File: src/rtl/uart_pkg.sv
// Shared UART definitions: frame geometry, default baud divisor and the
// line-state encoding used by both the transmitter and the receiver.
package uart_pkg;

    localparam int DATA_BITS            = 8;
    localparam int CLKS_PER_BIT_DEFAULT = 5208;  // 50 MHz / 9600 baud

    // Line state encoding; the enum values are the state encoding.
    typedef enum logic [1:0] {
        ST_IDLE  = 2'd0,
        ST_START = 2'd1,
        ST_DATA  = 2'd2,
        ST_STOP  = 2'd3
    } uart_state_e;

endpackage

File: src/rtl/uart_tx_fifo.sv
// Small synchronous byte FIFO in front of the UART transmitter.
// Pointers wrap naturally; count distinguishes full from empty.
module uart_tx_fifo
    import uart_pkg::*;
#(
    parameter int FIFO_DEPTH = 4
) (
    input  logic                          clk,
    input  logic                          rst,
    input  logic                          soft_rst,
    input  logic                          wr_en,
    input  logic [DATA_BITS-1:0]          wr_data,
    input  logic                          rd_en,
    output logic [DATA_BITS-1:0]          rd_data,
    output logic                          full,
    output logic                          empty,
    output logic [$clog2(FIFO_DEPTH):0]   count
);

    localparam int AW = $clog2(FIFO_DEPTH);
    localparam int CW = AW + 1;

    logic [DATA_BITS-1:0] mem_q [FIFO_DEPTH];
    logic [AW-1:0]        wr_ptr_q, wr_ptr_d;
    logic [AW-1:0]        rd_ptr_q, rd_ptr_d;
    logic [CW-1:0]        count_q, count_d;
    logic                 do_wr;
    logic                 do_rd;

    assign full    = (count_q == CW'(FIFO_DEPTH));
    assign empty   = (count_q == '0);
    assign count   = count_q;
    assign rd_data = mem_q[rd_ptr_q];

    // Writes are dropped when full and reads are dropped when empty.
    assign do_wr = wr_en && !full;
    assign do_rd = rd_en && !empty;

    // Next pointer and occupancy values.
    always_comb begin
        wr_ptr_d = wr_ptr_q + AW'(do_wr);
        rd_ptr_d = rd_ptr_q + AW'(do_rd);
        count_d  = count_q + CW'(do_wr) - CW'(do_rd);
    end

    // Pointer and count registers; either reset flushes the queue.
    always_ff @(posedge clk) begin
        if (rst || soft_rst) begin
            wr_ptr_q <= '0;
            rd_ptr_q <= '0;
            count_q  <= '0;
        end else begin
            wr_ptr_q <= wr_ptr_d;
            rd_ptr_q <= rd_ptr_d;
            count_q  <= count_d;
        end
    end

    // Storage array; contents are don't-care until written.
    always_ff @(posedge clk) begin
        if (!rst && !soft_rst && do_wr) begin
            mem_q[wr_ptr_q] <= wr_data;
        end
    end

endmodule

File: src/rtl/uart_tx_fifo_ser.sv
// UART transmitter: queues bytes in a FIFO and sends them as 8N1 frames,
// LSB first. Line, busy and done are registered from the FSM state, so they
// all lag the state register by one cycle and stay mutually aligned.
//
// Handshake: a byte is taken on a rising edge where tx_valid && tx_ready.
// tx_ready depends only on the current FIFO count (not full), never on a
// same-cycle pop; tx_valid while full is ignored without side effects.
module uart_tx_fifo_ser
    import uart_pkg::*;
#(
    parameter int CLKS_PER_BIT = CLKS_PER_BIT_DEFAULT,
    parameter int FIFO_DEPTH   = 4
) (
    input  logic                        clk,
    input  logic                        rst,
    input  logic                        soft_rst,
    input  logic [DATA_BITS-1:0]        tx_data_in,
    input  logic                        tx_valid,
    output logic                        tx_ready,
    output logic                        tx_data_out,
    output logic                        tx_busy,
    output logic                        tx_done,
    output logic [$clog2(FIFO_DEPTH):0] fifo_count
);

    localparam int BW = $clog2(CLKS_PER_BIT);
    localparam int IW = $clog2(DATA_BITS);
    localparam logic [BW-1:0] BAUD_LAST = BW'(CLKS_PER_BIT - 1);
    localparam logic [IW-1:0] BIT_LAST  = IW'(DATA_BITS - 1);

    uart_state_e          state_q, state_d;
    logic [BW-1:0]        baud_q, baud_d;
    logic [IW-1:0]        bit_idx_q, bit_idx_d;
    logic [DATA_BITS-1:0] shift_q, shift_d;
    logic                 line_q, line_d;
    logic                 busy_q, busy_d;
    logic                 done_q, done_d;

    logic                 fifo_full;
    logic                 fifo_empty;
    logic                 pop;
    logic [DATA_BITS-1:0] head;

    uart_tx_fifo #(
        .FIFO_DEPTH(FIFO_DEPTH)
    ) u_fifo (
        .clk     (clk),
        .rst     (rst),
        .soft_rst(soft_rst),
        .wr_en   (tx_valid),
        .wr_data (tx_data_in),
        .rd_en   (pop),
        .rd_data (head),
        .full    (fifo_full),
        .empty   (fifo_empty),
        .count   (fifo_count)
    );

    assign tx_ready    = !fifo_full;
    assign tx_data_out = line_q;
    assign tx_busy     = busy_q;
    assign tx_done     = done_q;

    // Next-state logic: frame sequencing, baud countdown, shift and pop.
    always_comb begin
        state_d   = state_q;
        baud_d    = baud_q;
        bit_idx_d = bit_idx_q;
        shift_d   = shift_q;
        pop       = 1'b0;
        unique case (state_q)
            ST_IDLE: begin
                if (!fifo_empty) begin
                    pop     = 1'b1;
                    shift_d = head;
                    baud_d  = BAUD_LAST;
                    state_d = ST_START;
                end
            end
            ST_START: begin
                if (baud_q == '0) begin
                    baud_d    = BAUD_LAST;
                    bit_idx_d = '0;
                    state_d   = ST_DATA;
                end else begin
                    baud_d = baud_q - 1'b1;
                end
            end
            ST_DATA: begin
                if (baud_q == '0) begin
                    baud_d  = BAUD_LAST;
                    shift_d = shift_q >> 1;
                    if (bit_idx_q == BIT_LAST) begin
                        state_d = ST_STOP;
                    end else begin
                        bit_idx_d = bit_idx_q + 1'b1;
                    end
                end else begin
                    baud_d = baud_q - 1'b1;
                end
            end
            ST_STOP: begin
                if (baud_q == '0) begin
                    // Chain straight into the next frame when more is queued.
                    if (!fifo_empty) begin
                        pop     = 1'b1;
                        shift_d = head;
                        baud_d  = BAUD_LAST;
                        state_d = ST_START;
                    end else begin
                        state_d = ST_IDLE;
                    end
                end else begin
                    baud_d = baud_q - 1'b1;
                end
            end
            default: state_d = ST_IDLE;
        endcase
    end

    // Output decode from the current state, registered below.
    always_comb begin
        line_d = 1'b1;
        unique case (state_q)
            ST_START: line_d = 1'b0;
            ST_DATA:  line_d = shift_q[0];
            default:  line_d = 1'b1;
        endcase
        busy_d = (state_q != ST_IDLE);
        done_d = (state_q == ST_STOP) && (baud_q == '0);
    end

    // State and output registers; either reset aborts any frame in flight.
    always_ff @(posedge clk) begin
        if (rst || soft_rst) begin
            state_q   <= ST_IDLE;
            baud_q    <= '0;
            bit_idx_q <= '0;
            shift_q   <= '0;
            line_q    <= 1'b1;
            busy_q    <= 1'b0;
            done_q    <= 1'b0;
        end else begin
            state_q   <= state_d;
            baud_q    <= baud_d;
            bit_idx_q <= bit_idx_d;
            shift_q   <= shift_d;
            line_q    <= line_d;
            busy_q    <= busy_d;
            done_q    <= done_d;
        end
    end

endmodule

File: config.mk
export PLATFORM = sky130hd
export DESIGN_NAME = uart_tx_fifo_ser
export DESIGN_NICKNAME = d
export VERILOG_FILES = /design/src/rtl/uart_pkg.sv /design/src/rtl/uart_tx_fifo.sv /design/src/rtl/uart_tx_fifo_ser.sv
export SDC_FILE = /design/constraint.sdc
export NUM_CORES = 1
export LEC_CHECK = 0
export ABC_AREA = 0
export CAP_MARGIN = 30
export CORE_AREA = 2 2 117 108
export CTS_CLUSTER_SIZE = 20
export DETAILED_ROUTE_END_ITERATION = 12
export DIE_AREA = 0 0 119 110
export PLACE_DENSITY_LB_ADDON = 0.2
export RECOVER_POWER = 25
export SYNTH_ARGS = -nofsm -noshare
export SYNTH_HDL_FRONTEND = slang
export SYNTH_HIERARCHICAL = 1
export SYNTH_SLANG_ARGS = --single-unit
File: constraint.sdc
create_clock -name clk -period 3.1 [get_ports clk]
set_input_delay 0.31 -clock clk [delete_from_list [all_inputs] [get_ports clk]]
set_output_delay 0.31 -clock clk [all_outputs]
set_load 0.05 [all_outputs]
After elaboration in Yosys (flattened, before gate mapping)
Memory sizes are Yosys's and may differ from the RTL's. A register that Yosys moved wholly into a read port is not among the register bits. Index checks and enable logic that the tools add are counted.

Input bits: 12. Register bits: 36. Bits in latches: 0. ROM bits: 0. Output and inout port bits: 7. Memories: 1. Bits in writable memories: 32. Word-level logic and storage cells: 74.

Memories: u_fifo.mem_q (depth 4, width 8, rd ports 1, clocked after memory_dff 1, write ports 1, line uart_tx_fifo.sv:23) `logic [DATA_BITS-1:0] mem_q [FIFO_DEPTH];`.

$add $sub $neg: 6. Reductions and logical operators: 20. $mul: 0. Div/mod/pow operators: 0. Shift-type cells: 0. Bitwise logic cells: 0. Order comparisons: 0. Mux-type cells: 26. Eq/ne operators: 11.

Operators with widths (number): $mux 13 (3); $pmux 13 s3 (1); $mux 8 (3); $pmux 8 s3 (1); $logic_not 13->1 (1); $sub 13x1->13 const B (1); $mux 2 (6); $ne 2x2->1 const B (6); $mux 3 (3); $pmux 2 s4 (1); $eq 3x3->1 const B (2); $pmux 3 s2 (1); $logic_and 1x1->1 (5); $mux 1 (5); $reduce_and 5->1 (1); $add 2x1->2 (2); $eq 2x2->1 const B (2); $logic_not 1->1 (4); $pmux 1 s2 (2); $reduce_and 4->1 (1); $reduce_bool 2->1 (2); $add 3x1->3 (1); $add 3x1->3 const B (1); $logic_not 3->1 (1); 7 further kinds (7).

Depth between registers and ports, before layout
Gate-level depths: netlist (run 1).

Depth after elaboration: 7. Gate-level depth with buffers: 12. Gate-level depth less buffers: 12.

Cells and area by module
Netlist (run 1), hierarchy kept.

By module, submodules not included: uart_tx_fifo_ser (sequential area each 580.6 µm², instances 1, cells an instance 191, area each 1620.3 µm²); uart_tx_fifo (sequential area each 1101.1 µm², instances 1, cells an instance 81, area each 1521.5 µm²).

Least setup slack after synthesis (run 1)
No wires, ideal clock.

Path kind: reg-to-reg. Start: register baud_q[0]. End: register u_fifo.count_q[2], in the netlist u_fifo/count[2]. Cell stages (with the launch flop): 13. Arrival time: 2.586 ns. Library setup time: 0.078 ns. Clock period less this slack: 2.664 ns. Slack: 0.436 ns. Required time: 3.022 ns. Buffers on the path: 0. Cell sequence: dfxtp_1 > inv_1 > ha_1 > nor4b_4 > nand4_1 > a211oi_1 > o31ai_1 > xor2_1 > ha_1 > fa_1 > xnor2_1 > xnor2_1 > nor3_1.

Cells in the longest elaborated chain, start to end: 5.

Ends and longest elaborated chain: start: declaration (line uart_tx_fifo_ser.sv:32) `logic [BW-1:0] baud_q, baud_d;`; start signal: assignment (line uart_tx_fifo_ser.sv:145) `baud_q <= baud_d;`; $logic_not 13->1 (line uart_tx_fifo_ser.sv:103) `if (baud_q == '0) begin`; $mux 1 (line uart_tx_fifo_ser.sv:103); $pmux 1 s2 (line uart_tx_fifo_ser.sv:71) `unique case (state_q)`; via pop (line uart_tx_fifo_ser.sv:41) `logic pop;`; $logic_and 1x1->1 (line uart_tx_fifo.sv:37) `assign do_rd = rd_en && !empty;`; $sub 3x1->3 (line uart_tx_fifo.sv:43) `count_d = count_q + CW'(do_wr) - CW'(do_rd);`; end signal: assignment (line uart_tx_fifo.sv:55) `count_q <= count_d;`; end: declaration (line uart_tx_fifo.sv:26) `logic [CW-1:0] count_q, count_d;`.

The timed path passes the listed nets, and every way through them passes these cells. A chain may end at the register's enable or synchronous reset.

Final worst setup path (run 1)
Ends and elaborated chain as after synthesis.

==> impl_metrics.tcl, run 1 <==
set metrics [dict create \
    fin_setup_tns_ns 0 \
    multiInputGateArea_um2 1360 \
    skew_ns 0.00646 \
    final-hold-violation-count 0 \
    ant_nets 0 \
    crit_required_ns 3.33 \
    wirelength_um 6380 \
    die_w_um 119 \
    ff2ff_setup_slack_ns 0.34 \
    drtPass1Iterations 4 \
    peakVddDrop_v 0.000263 \
    drc 0 \
    power_density_nw_per_um2 588 \
    yosysSeqAreaShare 0.535 \
    cts-root-buf "clkbuf_16" \
    run_status "finished clean" \
    fin_nets 327 \
    post_cts_buffers 0 \
    hold_end "shift_q[4]" \
    port-buffer-count 18 \
    htree_levels 3 \
    p_leak_nw 1.32 \
    antenna_found_initial 0 \
    hold-path-cell-count 2 \
    cts_resized 0 \
    cts_tree "yes" \
    die_h_um 110 \
    max_stage_delay_ns 0.38 \
    setup-violations-final 0 \
    die_area_um2 13100 \
    dpl_cell_area_um2 3560 \
    yosysWarnings 6 \
    io_pins 19 \
    grt_max_degree 18 \
    arrival_ns 2.99 \
    syn_area_um2 3140 \
    n_fill_cell 1200 \
    hp-class "reg2reg" \
    synth-edff-count 32 \
    wire_per_inst_um 13.6 \
    fp-row-count 38 \
    path_clk_slew_ns 0.06 \
    synthDominantCellAreaShare 0.306 \
    ys_async_sr_fraction 0 \
    ys_ff_latch 68 \
    critPathKind "reg2reg" \
    yosys.area.top_type "edfxtp_1" \
    vias 2184 \
    syn_avg_cell_area_um2 11.6 \
    core-area_um2 11800 \
    grt_pass1_wl_um 10800 \
    synth.top_cells.by_area "edfxtp_1, dfxtp_1, mux4_2" \
    post_route_cells_drive_above_1_share 0.146 \
    tightest_slew_ns 0.866 \
    syn_inst 272 \
    fmax_ghz 0.362 \
    critical_path.startpoint_type "flop" \
    period_share 0.890 \
    via_per_inst 4.67 \
    grtUsageTotal 0.107 \
    maxCapViolations 0 \
    worstRegToRegCells 12 \
    crit_buf_inv 1 \
    first_iter_violations 94 \
    register_area_um2 1680 \
    clk_latency_ns 0.33 \
    dpl.hpwl_um 4410 \
    fin_crit_ns 2.76 \
    synth_ff_type "dfxtp_1" \
    end_kind "flop" \
    drv_slew 0 \
    cts_buffers 9 \
    hold_buffers 0 \
    crit_path_cell_trace "inv_1 > ha_1 > nor4b_4 > nand4_1 > a211oi_1 > o31ai_1 > xor2_1 > ha_1 > fa_1 > xnor2_1 > xnor2_1 > nor3_1" \
    ys_types 47 \
    num_antenna_cells 0 \
    start_util 0.265 \
    path_max_fanout 5 \
    rsz0062_at_grt "false" \
    cp_top_family "adder cells" \
    cts.sinks 68 \
    grt_overflow 0 \
    worstHoldStart "shift_q[4]" \
    grt_pass1_vias 2177 \
    rr_endpoint "u_fifo/count[2]" \
    area_growth_pct 23.1 \
    syn_nets 296 \
    relSlewSlack 0.418 \
    stdcell_area_um2 3870 \
    synth_commonest_cells "dfxtp_1, edfxtp_1, nor2_1" \
    place_congestion 0.767 \
    clockBufferDepth 2 \
    cp_slowest_cell "fa_1" \
    reg2reg_from "baud_q[0]" \
    synth.most_common_cell "dfxtp_1" \
]
==> through the flow <==
stage	utilization	setup WS, ns	power [mW]	hold slack [ns]	std cells
2_1_floorplan	-	0.436	1.18	0.387	272
3_3_place_gp	0.301	0.445	1.26	0.448	452
3_5_place_dp	0.301	0.331	1.26	0.456	452
4_1_cts	0.327	0.314	2.31	0.466	468
5_1_grt	0.327	0.0681	2.39	0.493	468
6_report	0.327	0.341	2.27	0.464	468
==> worst register-to-register path: stages (launching register included) <==
cell and delay [ns]:
dfxtp_1 0.34, inv_1 0.09, ha_1 0.15, nor4b_4 0.20, nand4_1 0.17, a211oi_1 0.36
o31ai_1 0.20, xor2_1 0.18, ha_1 0.22, fa_1 0.38, xnor2_1 0.18, xnor2_1 0.14
nor3_1 0.05
==> per-layer routing <==
| layer | track usage | vias up | part of all wire |
|---|---|---|---|
| met4 | 0.0536 | 0 | 0.016 |
| li1 | - | 1094 | - |
| met5 | 0 | - | 0 |
| met1 | 0.141 | 1048 | 0.50 |
| met2 | 0.163 | 35 | 0.45 |
| met3 | 0.0298 | 7 | 0.041 |
==> power by group <==
| group | total (mW) | internal, mW | switching (mW) |
|---|---|---|---|
| Sequential | 0.979 | 0.959 | 0.0200 |
| Combinational | 0.256 | 0.103 | 0.154 |
| Clock | 1.04 | 0.633 | 0.406 |
==> state kept, by name, summed over array words and instances (netlist names) <==
register	cells
u_fifo/wr_ptr_q	2
state_q	2
baud_q	13
bit_idx_q	3
tx_data_out	1
u_fifo/rd_ptr_q	2
u_fifo/count	3
u_fifo/mem_q	32
tx_done	1
tx_busy	1
shift_q	8
==> layout make-up <==
| type | count | area share |
|---|---|---|
| Sequential cell | 68 | 0.435 |
| Multi-Input combinational cell | 182 | 0.353 |
| Timing Repair Buffer | 30 | 0.0699 |
| Clock buffer | 9 | 0.0582 |
| Tap cell | 160 | 0.0518 |
| Clock inverter | 7 | 0.0210 |
| Inverter | 12 | 0.0116 |
==> how the worst max path moves through the flow <==
stage / start / to / cells past startpoint
6_report: baud_q[0] / u_fifo/count[2] / 12
3_5_place_dp: baud_q[0] / u_fifo/count[2] / 12
3_3_place_gp: baud_q[0] / u_fifo/count[2] / 12
2_1_floorplan: baud_q[0] / u_fifo/count[2] / 12
5_1_grt: baud_q[0] / u_fifo/count[2] / 12
4_1_cts: baud_q[0] / u_fifo/count[2] / 12
==> placed cells by master (no fill, tap or decap), types with 3 or more instances in the layout <==
cell type,count
a21oi_1,16
a311oi_1,3
a31oi_1,4
and2_1,4
buf_4,12
clkbuf_16,9
clkdlybuf4s50_1,11
dfxtp_1,36
dlygate4sd3_1,7
edfxtp_1,32
ha_1,11
inv_1,12
inv_6,3
mux2i_1,8
mux4_2,8
nand2_1,15
nand2b_1,4
nand3_1,13
nand4_1,7
nor2_1,18
nor3_1,15
nor3b_1,5
o21ai_0,7
o31ai_1,10
xnor2_1,3
xor2_1,4
==> kinds of logic after synthesis <==
logic type	Yosys count	synth area share
AND/OR/NAND/NOR	94	0.170
buffers and inverters	22	0.0307
AO/OA/AOI/OAI	53	0.111
adder cells (fa/ha/maj)	12	0.0502
flip-flops	68	0.535
XOR/XNOR	7	0.0195
multiplexers	16	0.0828
Note: power is estimated with default switching activity, not from simulation.
==> run 2: changes to the inputs <==
--- a/config.mk
+++ b/config.mk
@@ -8,6 +8,7 @@
 export ABC_AREA = 0
 export CAP_MARGIN = 30
 export CORE_AREA = 2 2 117 108
+export CTS_CLUSTER_DIAMETER = 40
 export CTS_CLUSTER_SIZE = 20
 export DETAILED_ROUTE_END_ITERATION = 12
 export DIE_AREA = 0 0 119 110
==> results of run 2 <==
Same layout as run 1: the final DEF is identical, and so are final timing and power.
